$ cat src/rtl/mm_bp_stats_regs.sv
// Branch-prediction statistics block on the CPU external bus.
// Counts branch, BTB-hit and misprediction pulses and exposes them as
// LO/HI register pairs. A LO read snapshots the upper counter bits so the
// following HI read forms a coherent pair. Also holds CTRL, STATUS and LED.
module mm_bp_stats_regs #(
  parameter logic [15:0] BASE_ADDR = 16'hC000,
  parameter int          CNT_W     = 32,
  parameter int          LED_W     = 10
) (
  input  logic             clk,
  input  logic             rst,
  input  logic [15:0]      addr,
  input  logic [15:0]      wdata,
  input  logic             mm_we,
  input  logic             mm_re,
  output logic [15:0]      rdata,
  input  logic             inc_br_cnt,
  input  logic             inc_hit_cnt,
  input  logic             inc_mispr_cnt,
  output logic [LED_W-1:0] led
);

  localparam int SNAP_W = CNT_W - 16;

  logic              sel;
  logic [3:0]        offset;
  logic              wr_en;
  logic              rd_en;
  logic              clr;
  logic              en;
  logic [2:0]        status;
  logic [2:0]        inc;
  logic [2:0]        wrap;
  logic [2:0]        w1c;
  logic [CNT_W-1:0]  br_cnt;
  logic [CNT_W-1:0]  hit_cnt;
  logic [CNT_W-1:0]  mispr_cnt;
  logic [CNT_W-1:0]  br_next;
  logic [CNT_W-1:0]  hit_next;
  logic [CNT_W-1:0]  mispr_next;
  logic [SNAP_W-1:0] br_snap;
  logic [SNAP_W-1:0] hit_snap;
  logic [SNAP_W-1:0] mispr_snap;
  logic [15:0]       br_hi;
  logic [15:0]       hit_hi;
  logic [15:0]       mispr_hi;
  logic [15:0]       led_rd;
  logic              unused_wdata;

  assign sel          = (addr[15:4] == BASE_ADDR[15:4]);
  assign offset       = addr[3:0];
  assign wr_en        = mm_we && sel;
  assign rd_en        = mm_re && sel;
  assign clr          = wr_en && (offset == 4'd0) && wdata[1];
  assign inc          = {inc_mispr_cnt, inc_hit_cnt, inc_br_cnt} & {3{en}};
  assign w1c          = (wr_en && (offset == 4'd1)) ? wdata[2:0] : 3'b000;
  assign led          = led_rd[LED_W-1:0];
  assign unused_wdata = ^wdata;

  // Next counter values and wrap detection; a clear discards any increment
  always_comb begin
    br_next    = br_cnt + CNT_W'(inc[0]);
    hit_next   = hit_cnt + CNT_W'(inc[1]);
    mispr_next = mispr_cnt + CNT_W'(inc[2]);
    wrap[0]    = inc[0] && (&br_cnt);
    wrap[1]    = inc[1] && (&hit_cnt);
    wrap[2]    = inc[2] && (&mispr_cnt);
    if (clr) begin
      br_next    = '0;
      hit_next   = '0;
      mispr_next = '0;
      wrap       = 3'b000;
    end
  end

  // Event counters, updated every cycle from their next values
  always_ff @(posedge clk) begin
    if (rst) begin
      br_cnt    <= '0;
      hit_cnt   <= '0;
      mispr_cnt <= '0;
    end else begin
      br_cnt    <= br_next;
      hit_cnt   <= hit_next;
      mispr_cnt <= mispr_next;
    end
  end

  // Upper-half snapshots captured from the pre-increment count on a LO read
  always_ff @(posedge clk) begin
    if (rst || clr) begin
      br_snap    <= '0;
      hit_snap   <= '0;
      mispr_snap <= '0;
    end else if (rd_en) begin
      if (offset == 4'd2) br_snap    <= br_cnt[CNT_W-1:16];
      if (offset == 4'd4) hit_snap   <= hit_cnt[CNT_W-1:16];
      if (offset == 4'd6) mispr_snap <= mispr_cnt[CNT_W-1:16];
    end
  end

  // Control enable, sticky overflow flags (set beats clear) and LED register
  always_ff @(posedge clk) begin
    if (rst) begin
      en     <= 1'b1;
      status <= 3'b000;
      led_rd <= '0;
    end else begin
      if (wr_en && (offset == 4'd0)) en <= wdata[0];
      status <= wrap | (status & ~w1c);
      if (wr_en && (offset == 4'd8)) led_rd[LED_W-1:0] <= wdata[LED_W-1:0];
    end
  end

  // Zero-extended views of the snapshots for the HI registers
  always_comb begin
    br_hi                 = '0;
    hit_hi                = '0;
    mispr_hi              = '0;
    br_hi[SNAP_W-1:0]     = br_snap;
    hit_hi[SNAP_W-1:0]    = hit_snap;
    mispr_hi[SNAP_W-1:0]  = mispr_snap;
  end

  // Zero-latency read mux; idle or unselected cycles return zero
  always_comb begin
    rdata = 16'h0000;
    if (rd_en) begin
      case (offset)
        4'd0:    rdata = {15'd0, en};
        4'd1:    rdata = {13'd0, status};
        4'd2:    rdata = br_cnt[15:0];
        4'd3:    rdata = br_hi;
        4'd4:    rdata = hit_cnt[15:0];
        4'd5:    rdata = hit_hi;
        4'd6:    rdata = mispr_cnt[15:0];
        4'd7:    rdata = mispr_hi;
        4'd8:    rdata = led_rd;
        default: rdata = 16'h0000;
      endcase
    end
  end

endmodule
$ cat config.mk
export PLATFORM = sky130hd
export DESIGN_NAME = mm_bp_stats_regs
export DESIGN_NICKNAME = d
export VERILOG_FILES = /design/src/rtl/mm_bp_stats_regs.sv
export SDC_FILE = /design/constraint.sdc
export NUM_CORES = 1
export LEC_CHECK = 0
export BUFFER_PORTS_ARGS = -buffer_cell sky130_fd_sc_hd__buf_2
export CAP_MARGIN = 20
export CORE_MARGIN = 4
export CORE_UTILIZATION = 50
export CTS_BUF_LIST = sky130_fd_sc_hd__clkbuf_8 sky130_fd_sc_hd__clkbuf_16
export DETAILED_ROUTE_END_ITERATION = 10
export PLACE_DENSITY = 0.77
export SYNTH_ARGS = -nofsm -noshare
export SYNTH_HDL_FRONTEND = slang
export SYNTH_SLANG_ARGS = --single-unit
$ cat constraint.sdc
create_clock -name clk -period 2.73 [get_ports clk]
set_input_delay 0.273 -clock clk [delete_from_list [all_inputs] [get_ports clk]]
set_output_delay 0.273 -clock clk [all_outputs]
set_load 0.02 [all_outputs]
; After elaboration in Yosys (flattened, before gate mapping)
; Index checks and enable logic that the tools add are counted.
[totals]
register_bits = 158
inputBits = 39
output_inout_bits = 26
elab_cells = 47
[classes]
n_addsub = 3
n_eq_ne = 9
mux = 4
n_bitwise = 4
n_reduce_logical = 18
[op_table]
columns = op, count
row1 = 16-bit case mux with 9 select lines, 1
row2 = 32-bit by 1-bit adder with 32-bit output, 3
row3 = 32-bit AND reduction, 3
row4 = 4-bit by 3-bit == test with 1-bit output (second input constant), 4
row5 = 16-bit two-way mux, 1
row6 = 12-bit == test (second input constant), 1
row7 = 1-bit logical AND, 9
row8 = 4-bit by 2-bit == test with 1-bit output (second input constant), 2
row9 = 3-bit bitwise AND, 2
row10 = 3-bit two-way mux, 2
row11 = 2-bit AND reduction, 3
row12 = 4-bit by 1-bit == test with 1-bit output (second input constant), 1
row13 = 4-bit == test (second input constant), 1
row14 = 4-bit zero test, 1
row15 = 3-bit inverter, 1
row16 = 3-bit OR, 1
row17 = 2-bit OR reduction, 1
row18 = 1-bit logical OR, 1

; Logic depth before layout (Yosys ltp)
[logic_depth]
ltp_word = 7
depth_mapped = 8
ltp_nobuf = 7

; Least setup slack after synthesis
; OpenSTA, ideal clock, no wires.
[synth_timing]
path_type = input-to-output
startpoint = input port addr[3]
endpoint = output port rdata[1]
arrival_ps = 1867
required_time_ps = 2457
setup_slack_ps = 590
stages = 7
n_path_buf = 3
path_cell_list = clkbuf_1 -> nor2b_1 -> and2_1 -> clkbuf_1 -> buf_1 -> nand2_1 -> a31oi_1
[synth_via]
elab_chain_cells = 3
word_cells_on_any_way = 11
cone_classes = eq/ne (8) / mux (2) / reduce/logical (1)
[synth_lines]
columns = item, line_no
row1 = start: declaration, 12  ; input logic [15:0] addr,
row2 = 4-bit == test (tied with other cells), 129  ; case (offset)
row3 = 16-bit case mux with 9 select lines *, 129
row4 = 16-bit two-way mux *, 128  ; if (rd_en) begin
row5 = end: declaration, 16  ; output logic [15:0] rdata,
; Mark *: on every way between the ends. The rest lies on a longest branch, timed or not.

; Worst setup path after layout
[layout_timing]
startpoint = register en
endpoint = register hit_cnt[30]
[layout_via]
elab_chain_cells = 2
[layout_lines]
columns = item, line_no
row1 = start: declaration, 30  ; logic en;
row2 = start signal: assignment, 109  ; if (wr_en && (offset == 4'd0)) en <= wdata[0];
row3 = 3-bit bitwise AND, 55  ; assign inc = {inc_mispr_cnt, inc_hit_cnt, inc_br_cnt} & {3{en}};
row4 = 32-bit by 1-bit adder with 32-bit output, 63  ; hit_next = hit_cnt + CNT_W'(inc[1]);
row5 = end signal: assignment, 84  ; hit_cnt <= hit_next;
row6 = end: declaration, 36  ; logic [CNT_W-1:0] hit_cnt;
; No other way between the ends.
; A chain may end at the register's enable or synchronous reset.

==> flow_summary_export.csv <==
group,metric,value,unit
outcome,outcome,"finished clean",
yosys,synth-edff-count,0,
global_routing,grt_start_max_net_pins,78,
sta,min_period,2.53,ns
yosys,syn_inst,961,
hold_path,hp-class,"input pin to flip-flop",
yosys,yosysMostFrequentCell,"dfxtp_1",
yosys,synthArstFlopShare,0,%
route,drtPass1Iterations,6,
sta,hold_viol_final,0,
die,dieArea,17800,um^2
sta,period_share,92.7,%
critical_path,cp-end-kind,"flip-flop",
global_routing,antenna_found_initial,1,
sta,drv_slew,0,
clock_tree,cts_resized,0,
place,gp_congestion,0.994,
clock_tree,root_buffer,"clkbuf_16",
sta,finClkSkew,0.00769,ns
sta,finalSetupTns,0,ns
global_routing,grt_usage,26.1,%
yosys,synth_ff_type,"dfxtp_1",
sta,whs,0.106,ns
critical_path,max_stage_delay,0.60,ns
route,wirelength,23.7,mm
clock_tree,numCtsBuffers,17,
pwr,power_density,562,nW/um^2
yosys,synthDistinctLibCells,54,
yosys,synth_top_cell_by_area,"dfxtp_1",
run,maxCapViolCount,0,
clock_tree,insertion_delay,0.42,ns
yosys,syn_avg_cell_area,8.16,um^2
sta,fmax,395,MHz
critical_path,worst_path_dominant_cell_family,"simple AND/OR/NAND/NOR gates",
clock_tree,cts_tree,"yes",
clock_tree,clk_pin_slew,0.06,ns
yosys,syn_nets,1006,
global_routing,grt_pass1_wl,37.4,mm
route,drcViolationCount,0,
finish,fin_nets,1028,
place,port_buffers,58,
pwr,p_leak,2.79,nW
die,dieWidth,133,um
route,viasPerCell,6.49,
pwr,ir_worst_vdd,0.462,mV
route,drtIter0Drc,935,
critical_path,crit_buf_inv,0,
yosys,synth_common_cells,"dfxtp_1 (158), a21oi_1 (113), nand3_1 (93), o21ai_0 (84)",
yosys,syn_area,7840,um^2
finish,n_fill_cell,1354,
sta,setup_violations,0,
critical_path,cp_cell_sequence,"and2_1, ha_1, ha_1, nand4_1, or4_1, or4_1, a21oi_1",
yosys,ys_top_cells_by_area,"dfxtp_1 (40%), a21oi_1 (7.2%), nand3_1 (5.9%)",
route,vias,7835,
finish,antenna-diode-count,0,
yosys,ys_seq_area_share,40.3,%
critical_path,critPathKind,"flip-flop to flip-flop",
yosys,yosysWarnings,0,
clock_tree,cts_num_sinks,158,
die,rows,45,
sta,worstMarginPinSlew,0.565,ns
route,postRouteAntennaNets,0,
finish,final_area,8920,um^2
finish,syn_to_final_growth,13.7,%
clock_tree,clk_path_buf_depth,2,
yosys,ys_ff_latch,158,
global_routing,first_global_vias,7040,
place,placedInstanceArea,8290,um^2
critical_path,cp.arrival,2.88,ns
clock_tree,cts-htree-levels,4,
critical_path,cp.required,3.08,ns
route,drt-wirelength-per-cell,19.6,um
critical_path,cp_max_fo,12,
critical_path,slowest_stage,"or4_1",
sta,slew_headroom,62.3,%
yosys,synth_top_area_share,40.3,%
die,ioPinCount,65,
sta,rsz0062_at_grt,"false",
die,coreArea,15300,um^2
die,start_util,51.4,%
clock_tree,postCtsSetupBuffers,0,
global_routing,grt_overflow,0,
critical_path,startpoint_type,"flip-flop",
place,dp_hpwl,16.5,mm
finish,drive_above_1_share,13.4,%
die,die_h,133,um
clock_tree,postCtsHoldBufs,0,
==> flip-flops by register name (all words and copies together) (netlist names) <==
signal / count
br_hi: 16
hit_hi: 16
br_cnt: 32
mispr_hi: 16
status: 3
en: 1
mispr_cnt: 32
led_rd: 10
hit_cnt: 32
==> per-stage QoR <==
stage,util (%),power (mW),worst slack (ns),cells
after CTS,58.4,5.04,0.221,1207
after floorplan,-,2.48,0.590,961
after detailed placement,54.4,2.55,0.256,1175
after global placement,54.4,2.54,0.310,1175
final,58.4,5.01,0.199,1207
after global routing,58.4,5.15,0.0404,1207
==> power by group <==
part	internal, mW	total (mW)	switching [mW]	leakage, nW
clock	1.57	2.51	0.943	0.313
combinational	0.0558	0.173	0.117	1.21
sequential	2.31	2.33	0.0129	1.27
total	3.94	5.01	1.07	2.79
==> routing by layer <==
| layer | global-route usage, % | vias to the layer above | wire (um) |
|---|---|---|---|
| li1 | - | 3657 | - |
| met1 | 34.4 | 3731 | 9740 |
| met2 | 40.5 | 389 | 10900 |
| met3 | 7.55 | 56 | 2220 |
| met4 | 10.2 | 2 | 845 |
| met5 | 0 | - | 13 |
==> path summary, 6_finish.rpt <==
check,from,to,slack (ns),depth (start not counted)
hold / removal,wdata[5],led_rd[5],0.11,3
setup / recovery,en,hit_cnt[30],0.20,7
setup reg to reg,en,hit_cnt[30],0.20,7
hold reg to reg,hit_hi[1],hit_hi[1],0.48,2
==> cells in the final DEF, fill, tap and decap left out, types with 22 or more instances in the layout <==
master,instances
dfxtp_1,158
a21oi_1,113
nand3_1,93
o21ai_0,84
buf_2,58
nor2_1,50
nand2_1,50
nand4_1,35
o31ai_1,34
or4_1,31
a22oi_1,23
and4_1,22
==> layout make-up <==
cell class              instances  area (um^2)  share of cell area (%)
well taps                     211          264                    2.96
flip-flops and latches        158         3160                    35.5
inverters                      18         67.6                   0.758
clock buffers                  19          453                    5.08
clock inverters                13          170                    1.91
multi-input cells             708         4310                    48.3
repair buffers                 80          493                    5.53
==> worst reg2reg max path: cells and delay by family (launching register included) <==
kind	cells	cell delay, ns
AND/OR/NAND/NOR	4	1.41
flip-flops	1	0.46
adder cells (fa/ha/maj)	2	0.44
AO/OA/AOI/OAI	1	0.15
==> kinds of logic after synthesis <==
kind of cell    share of synthesized area (%)
simple gates                             26.6
compound gates                           22.5
flops                                    40.3
buf+inv                                  5.04
xor+xnor                                 4.02
fa+ha+maj                               0.957
mux                                     0.526
Note: power is estimated with default switching activity, not from simulation.
